## src/rtl/rrprioassign_pkg.sv

```systemverilog
`default_nettype none
// =============================================================================
// Module   : rrprioassign_pkg
// Brief    : Shared sizing, scheduler state type and one-hot helpers
// Revision : 1.0
// =============================================================================
package rrprioassign_pkg;

    localparam int N    = 4;
    localparam int IDXW = $clog2(N);

    typedef enum logic {
        IDLE  = 1'b0,
        GRANT = 1'b1
    } rrsched_state_e;

    function automatic logic [IDXW-1:0] onehot2idx(input logic [N-1:0] v);
        logic [IDXW-1:0] idx;
        idx = '0;
        for (int i = 0; i < N; i++) begin
            if (v[i]) begin
                idx = idx | IDXW'(i);
            end
        end
        return idx;
    endfunction

    function automatic logic [N-1:0] rotl1(input logic [N-1:0] v);
        return {v[N-2:0], v[N-1]};
    endfunction

endpackage : rrprioassign_pkg
`default_nettype wire

```

## src/rtl/rrprioassign.sv

```systemverilog
`default_nettype none
// =============================================================================
// Module   : rrprioassign
// Brief    : Combinational round-robin picker, first request at or above p
// Revision : 1.0
// =============================================================================
module rrprioassign
    import rrprioassign_pkg::*;
(
    input  logic [N-1:0] r,
    input  logic [N-1:0] p,
    output logic [N-1:0] res
);

    logic [N-1:0] at_or_above;
    logic [N-1:0] masked;
    logic [N-1:0] pick;

    // p is one-hot, so p-1 marks every bit below the pointer; if nothing is
    // requested at or above it, wrap around and take the lowest request.
    always_comb begin
        at_or_above = ~(p - N'(1));
        masked      = r & at_or_above;
        pick        = (|masked) ? masked : r;
        res         = pick & (~pick + N'(1));
    end

endmodule : rrprioassign
`default_nettype wire

```

## src/rtl/rrprio_sched.sv

```systemverilog
`default_nettype none
// =============================================================================
// Module   : rrprio_sched
// Brief    : Registered round-robin arbiter with hold limit and pointer rotation
// Revision : 1.0
// =============================================================================
module rrprio_sched
    import rrprioassign_pkg::*;
#(
    parameter int MAX_HOLD = 8
) (
    input  logic            clk,
    input  logic            rst_n,
    input  logic [N-1:0]    req,
    output logic [N-1:0]    gnt,
    output logic            gnt_valid,
    output logic [IDXW-1:0] gnt_idx,
    output logic [N-1:0]    prio
);

    localparam int CW = (MAX_HOLD > 0) ? $clog2(MAX_HOLD + 1) : 1;

    rrsched_state_e state, state_nxt;
    logic [N-1:0]   gnt_nxt;
    logic [N-1:0]   prio_nxt;
    logic [CW-1:0]  cnt, cnt_nxt;
    logic [N-1:0]   sel;
    logic           hold_done;
    logic           release_now;

    rrprioassign u_pick (
        .r   (req),
        .p   (prio),
        .res (sel)
    );

    always_ff @(posedge clk or negedge rst_n) begin
        if (!rst_n) begin
            state <= IDLE;
            gnt   <= '0;
            prio  <= N'(1);
            cnt   <= '0;
        end else begin
            state <= state_nxt;
            gnt   <= gnt_nxt;
            prio  <= prio_nxt;
            cnt   <= cnt_nxt;
        end
    end

    always_comb begin
        hold_done   = (MAX_HOLD != 0) && (cnt == CW'(MAX_HOLD - 1));
        release_now = ~(|(req & gnt)) | hold_done;

        state_nxt = state;
        gnt_nxt   = gnt;
        prio_nxt  = prio;
        cnt_nxt   = cnt;

        case (state)
            IDLE: begin
                if (|req) begin
                    gnt_nxt   = sel;
                    cnt_nxt   = '0;
                    state_nxt = GRANT;
                end
            end
            GRANT: begin
                if (release_now) begin
                    gnt_nxt   = '0;
                    prio_nxt  = rotl1(gnt);
                    cnt_nxt   = '0;
                    state_nxt = IDLE;
                end else if (cnt != '1) begin
                    cnt_nxt = cnt + CW'(1);
                end
            end
            default: begin
                state_nxt = IDLE;
            end
        endcase
    end

    // Derived purely from the gnt register, so all three outputs move together.
    always_comb begin
        gnt_valid = |gnt;
        gnt_idx   = onehot2idx(gnt);
    end

endmodule : rrprio_sched
`default_nettype wire

```

## config.mk

```make
export PLATFORM = sky130hd
export DESIGN_NAME = rrprio_sched
export DESIGN_NICKNAME = d
export VERILOG_FILES = /design/src/rtl/rrprioassign_pkg.sv /design/src/rtl/rrprioassign.sv /design/src/rtl/rrprio_sched.sv
export SDC_FILE = /design/constraint.sdc
export NUM_CORES = 1
export LEC_CHECK = 0
export ABC_AREA = 1
export CORE_MARGIN = 2
export CORE_UTILIZATION = 35
export CTS_BUF_LIST = sky130_fd_sc_hd__clkbuf_8
export CTS_CLUSTER_SIZE = 24
export DETAILED_ROUTE_END_ITERATION = 16
export PLACE_DENSITY = 0.58
export SLEW_MARGIN = 30
export SYNTH_ARGS = -nofsm -noshare
export SYNTH_HDL_FRONTEND = slang
export SYNTH_SLANG_ARGS = --single-unit
```

## constraint.sdc

```tcl
create_clock -name clk -period 2.9 [get_ports clk]
set_input_delay 0.58 -clock clk [delete_from_list [all_inputs] [get_ports clk]]
set_output_delay 0.58 -clock clk [all_outputs]
set_load 0.01 [all_outputs]
```

* Word level (Yosys, flattened, before mapping)
Index checks and enable logic that the tools add are counted. W data, S select, Z words.
Storage, ports and cells: register bits 13, bits in latches 0, RAM bits 0, ROM bits 0, output and inout port bits 11, memories kept 0
Cells by class: add/subtract/negate cells 3, $mul 0, div/mod/pow operators 0, magnitude comparators 0, equal/unequal tests 5, shift-type cells 0, mux-type cells 14, bitwise operators 8, reduce and logical (&&, ||, !) cells 7
Operator list (number):
- $mux W4 | 6
- $pmux W4 S2 | 2
- $reduce_or A4 Y1 | 4
- $and A4 B4 Y4 | 3
- $add A4 B1 Y4 const B | 2
- $not A4 Y4 | 2
- $reduce_and A2 Y1 | 3
- $eq A4 B3 Y1 const B | 1
- $mux W2 | 2
- $ne A4 B4 Y1 const B | 1
- $sub A4 B1 Y4 const B | 1
- $mux W1 | 3
- $ne A3 B1 Y1 const B | 1
- $ne A2 B1 Y1 const B | 1
- $ne A2 B2 Y1 const B | 1
- $not A1 Y1 | 2
- $pmux W1 S2 | 1
- $or A1 B1 Y1 | 1

* Depth between registers and ports, before layout
depth in word-level cells 10, gate-level depth with buffers 13, gate-level depth less buffers 13

* Hierarchy
A second synthesis with hierarchy kept.
Second synthesis, totals: cell total of the unflattened synthesis 124, area total of the unflattened synthesis 883.3 µm²
By module, submodules not included:
- rrprio_sched | instances 1, cells an instance 88, area an instance 706.9 µm², sequential area each 326.6 µm²
- rrprioassign | instances 1, cells an instance 36, area an instance 176.4 µm², sequential area each 0.0 µm²

* Least setup slack after synthesis
Ideal clock, no wire load.
path type reg-to-reg, start reg prio[0], end reg gnt[2], data arrival time 1.481 ns, data required time 2.784 ns, slack 1.302 ns, stages on the path, launching flop included 13, path buffers 0, period minus slack after synthesis 1.598 ns, cells stage by stage dfstp_2 > inv_1 > ha_1 > nand2_1 > nand2_1 > inv_1 > nand2_1 > inv_1 > nand3_1 > nand2_2 > nor2_2 > nand2_1 > nand2_1
On the way: word-level cells in the longest chain between the ends 10
Ends and longest elaborated chain:
- start, declared | RTL line rrprio_sched.sv:18 | output logic [N-1:0] prio
- start signal, assigned | RTL line rrprio_sched.sv:46 | prio <= prio_nxt;
- $sub A4 B1 Y4 * | RTL line rrprioassign.sv:22 | at_or_above = ~(p - N'(1));
- $not A4 Y4 * | RTL line rrprioassign.sv:22
- $and A4 B4 Y4 * | RTL line rrprioassign.sv:23 | masked = r & at_or_above;
- $reduce_or A4 Y1 | RTL line rrprioassign.sv:24 | pick = (|masked) ? masked : r;
- $mux W4 * | RTL line rrprioassign.sv:24
- $not A4 Y4 | RTL line rrprioassign.sv:25 | res = pick & (~pick + N'(1));
- $add A4 B1 Y4 | RTL line rrprioassign.sv:25
- $and A4 B4 Y4 * | RTL line rrprioassign.sv:25
- $mux W4 * | RTL line rrprio_sched.sv:62 | if (|req) begin
- $pmux W4 S2 * | RTL line rrprio_sched.sv:60 | case (state)
- end signal, assigned | RTL line rrprio_sched.sv:45 | gnt <= gnt_nxt;
- end, declared | RTL line rrprio_sched.sv:15 | output logic [N-1:0] gnt,
Mark *: on every way between the ends. The rest lies on a longest branch, timed or not. The select of a mux whose other input is x is not followed. A chain may end at the register's enable or synchronous reset.

* Worst setup path after layout
start reg gnt[3], end out gnt_valid
On the way: word-level cells in the longest chain between the ends 1
Ends and longest elaborated chain:
- $reduce_or A4 Y1 | RTL line rrprio_sched.sv:86 | gnt_valid = |gnt;
- end, declared | RTL line rrprio_sched.sv:16 | output logic gnt_valid,
No other way between the ends.

==> results by group <==
Outcome
  – Outcome: finished, final reports clean

Route
  – Drt drc: 0
  – Total vias in the final route: 756
  – DRT iter0 DRCs: 6
  – 1st-pass router iterations: 4
  – Routed vias/inst: 4.58
  – Antenna viol nets, final: 0
  – Wirelength per Cell: 11.0 µm
  – WL final: 1810 µm

Global routing
  – Initial antenna violation count: 0
  – Vias in the first global route: 740
  – Largest net degree at the start of global routing: 14
  – Overall routing resource usage: 15.5%
  – First-pass GRT wire length: 3110 µm
  – Remaining Overflow, GRT: 0

Power
  – Internal power: 0.597 mW
  – Pwr dens: 997 nW/µm²
  – Combinational Power Share: 56.8%
  – LEAKAGE: 0.535 nW
  – Sw Share: 43.5%
  – Switching power: 0.460 mW
  – Peak supply drop: 0.453 mV
  – Clock power share: 14.9%
  – Overall power: 1.06 mW
  – Sequential power share: 28.3%

Cells and area
  – Cell Count, Final, Fillers Out: 165
  – Antenna Cells: 0
  – Nets: 146
  – Fin area: 1060 µm²
  – Share of cells above drive strength 1: 13.9%
  – Synth-to-layout area growth: 29.5%

Yosys
  – Synthesized area per cell: 6.99 µm²
  – Synthesized cell area: 818 µm²
  – Synth area leader: dfrtp_1
  – Synth top area share: 36.7%
  – Cells after Synth: 117
  – Synth Net Count: 125
  – YS warnings: 0
  – Post-synthesis register bit count: 13
  – Sequential share of the synthesized area: 39.9%
  – Largest cells by area after synthesis: dfrtp_1 37%, nand2_1 20%, inv_1 8.3%
  – Unique masters post-synth: 19

Timing
  – Slew Limit Fails: 0
  – Period utilization: 67.7%
  – Fmax: 0.509 GHz
  – Final hold violations: 0
  – Tmin final: 1.96 ns
  – Setup Skew: 0.00362 ns
  – Final setup violating endpoints: 0
  – Setup TNS: 0 ns
  – RSZ-0062 raised after global routing: false
  – Worst-Margin Slew: 0.598 ns
  – Relative slew slack: 60.0%

Clock tree
  – Post-CTS sizing: 0
  – Clock Latency Late Sink: 0.24 ns
  – Clock Tree Root: clkbuf_8
  – Clock Tree Buf Depth: 2
  – Clock sink total: 13
  – Cts bufs inserted: 3
  – Hold Buf Count CTS: 0
  – Htree depth: 1
  – CTS tree: done
  – Setup repair bufs after CTS: 0
  – Clk slew on worst S/H paths: 0.05 ns

Floorplanning
  – Rows: 17
  – I/O pin cnt: 17
  – Core area: 2210 µm²
  – Die width: 52.4 µm
  – DIE AREA: 2740 µm²
  – Die Span Y: 52.4 µm
  – Starting Density: 37.0%

Critical path
  – Crit path DAT: 1.38 ns
  – CP Max Fanout: 4
  – Kind of critical path: flip-flop to output pin
  – Slowest-stage cell, CP: clkdlybuf4s50_1
  – CP endpoint kind: output pin
  – Worst stage delay on the critical path: 0.54 ns
  – Required @ worst endpoint: 2.32 ns
  – Critical-path cell list: inv_1, nand4_1, clkdlybuf4s50_1
  – Critical Path Source Type: flip-flop
  – Cells on worst reg2reg path: 12

Job
  – Max-cap violations: 0

Place
  – Dpl cells: 161
  – PortBufs: 16
  – Post-DP HPWL: 1470 µm
  – RD Place Congestion: 0.789
  – Area post-placement: 1010 µm²

Worst hold path
  – Hold crit path type: flip-flop to flip-flop
  – Worst Hold Path Cells: 1
-- worst paths after layout --
check / slack (ns) / from / endpoint
setup reg to reg: 1.15 / prio[0] / gnt[2]
max in group asynchronous: 1.79 / rst_n / gnt[1]
setup / recovery: 0.94 / gnt[3] / gnt_valid
hold reg to reg: 0.51 / cnt[0] / cnt[0]
hold / removal: 0.51 / cnt[0] / cnt[0]
min in group asynchronous: 0.72 / rst_n / gnt[0]
-- metrics by stage --
stage	hold WS (ns)	util, %	setup slack (ns)
floorplan	0.284	-	1.30
global placement	0.497	45.8	0.937
detailed placement	0.509	45.8	0.934
CTS	0.519	47.9	0.927
global route	0.531	47.9	0.864
finish	0.514	47.9	0.937
-- power by group through the flow --
stage	registers, mW	clock network [mW]	logic, mW
6_report	0.299	0.158	0.600
5_1_grt	0.306	0.175	0.683
3_5_place_dp	0.303	0	0.606
4_1_cts	0.300	0.164	0.608
3_3_place_gp	0.302	0	0.600
2_1_floorplan	0.308	0	0.360
-- synth_stat cells --
cell / number
nor2_2: 2
nand4_1: 1
nand2_2: 3
inv_1: 18
o21ai_2: 3
xor2_1: 1
inv_2: 2
nor3_2: 1
nand2_4: 1
o21ai_1: 1
dfstp_2: 1
ha_1: 2
nand4_2: 1
nand3_2: 1
o21ai_0: 5
nor2_1: 9
nand2_1: 43
nand3_1: 10
dfrtp_1: 12
-- logic make-up (layout without fill, tap and decap cells) --
group | count (synthesis) | in the layout | share of synthesized area, %
compound gates | 9 | 9 | 6.88
simple gates | 72 | 72 | 39.9
xor+xnor | 1 | 1 | 1.07
buf+inv | 20 | 40 | 9.17
flops | 13 | 13 | 39.9
fa+ha+maj | 2 | 2 | 3.06
-- flip-flops by register name, indices dropped and copies added, names as in the netlist --
register / cells
gnt: 4
state: 1
cnt: 4
prio: 4
-- area by class of cell --
cell class              instances  area, µm²
fillers                       227       1150
multi-input cells              84        417
flip-flops and latches         13        327
repair buffers                 16        160
inverters                      20       75.1
clock buffers                   3       41.3
well taps                      28       35.0
clock inverters                 1       5.00
-- cell usage in the layout (no fill, tap or decap), types with 2 or more instances in the layout --
| cell | synthesis | final |
|---|---|---|
| o21ai_0 | 5 | 5 |
| nor2_2 | 2 | 2 |
| ha_1 | 2 | 2 |
| nor2_1 | 9 | 9 |
| inv_1 | 18 | 18 |
| nand2_1 | 43 | 43 |
| o21ai_2 | 3 | 3 |
| nand2_2 | 3 | 3 |
| clkdlybuf4s50_1 | 0 | 16 |
| clkbuf_8 | 0 | 3 |
| nand3_1 | 10 | 10 |
| inv_2 | 2 | 2 |
| dfrtp_1 | 12 | 12 |
-- layer usage --
metal,share of wire [%],vias to the layer above,routed length [µm],GRT usage [%]
li1,-,401,-,-
met1,47,348,851,18.4
met2,51,5,919,26.7
met3,1.7,2,31,2.57
met4,0.55,0,10,7.69
met5,0,-,0,0
-- critical path, delay by kind of cell (launching register included) --
kind	cells	cell delay, ns
DFF	1	0.40
buffers and inverters	2	0.64
and+or+nand+nor	1	0.10
Power figures use the tool's default switching activity.
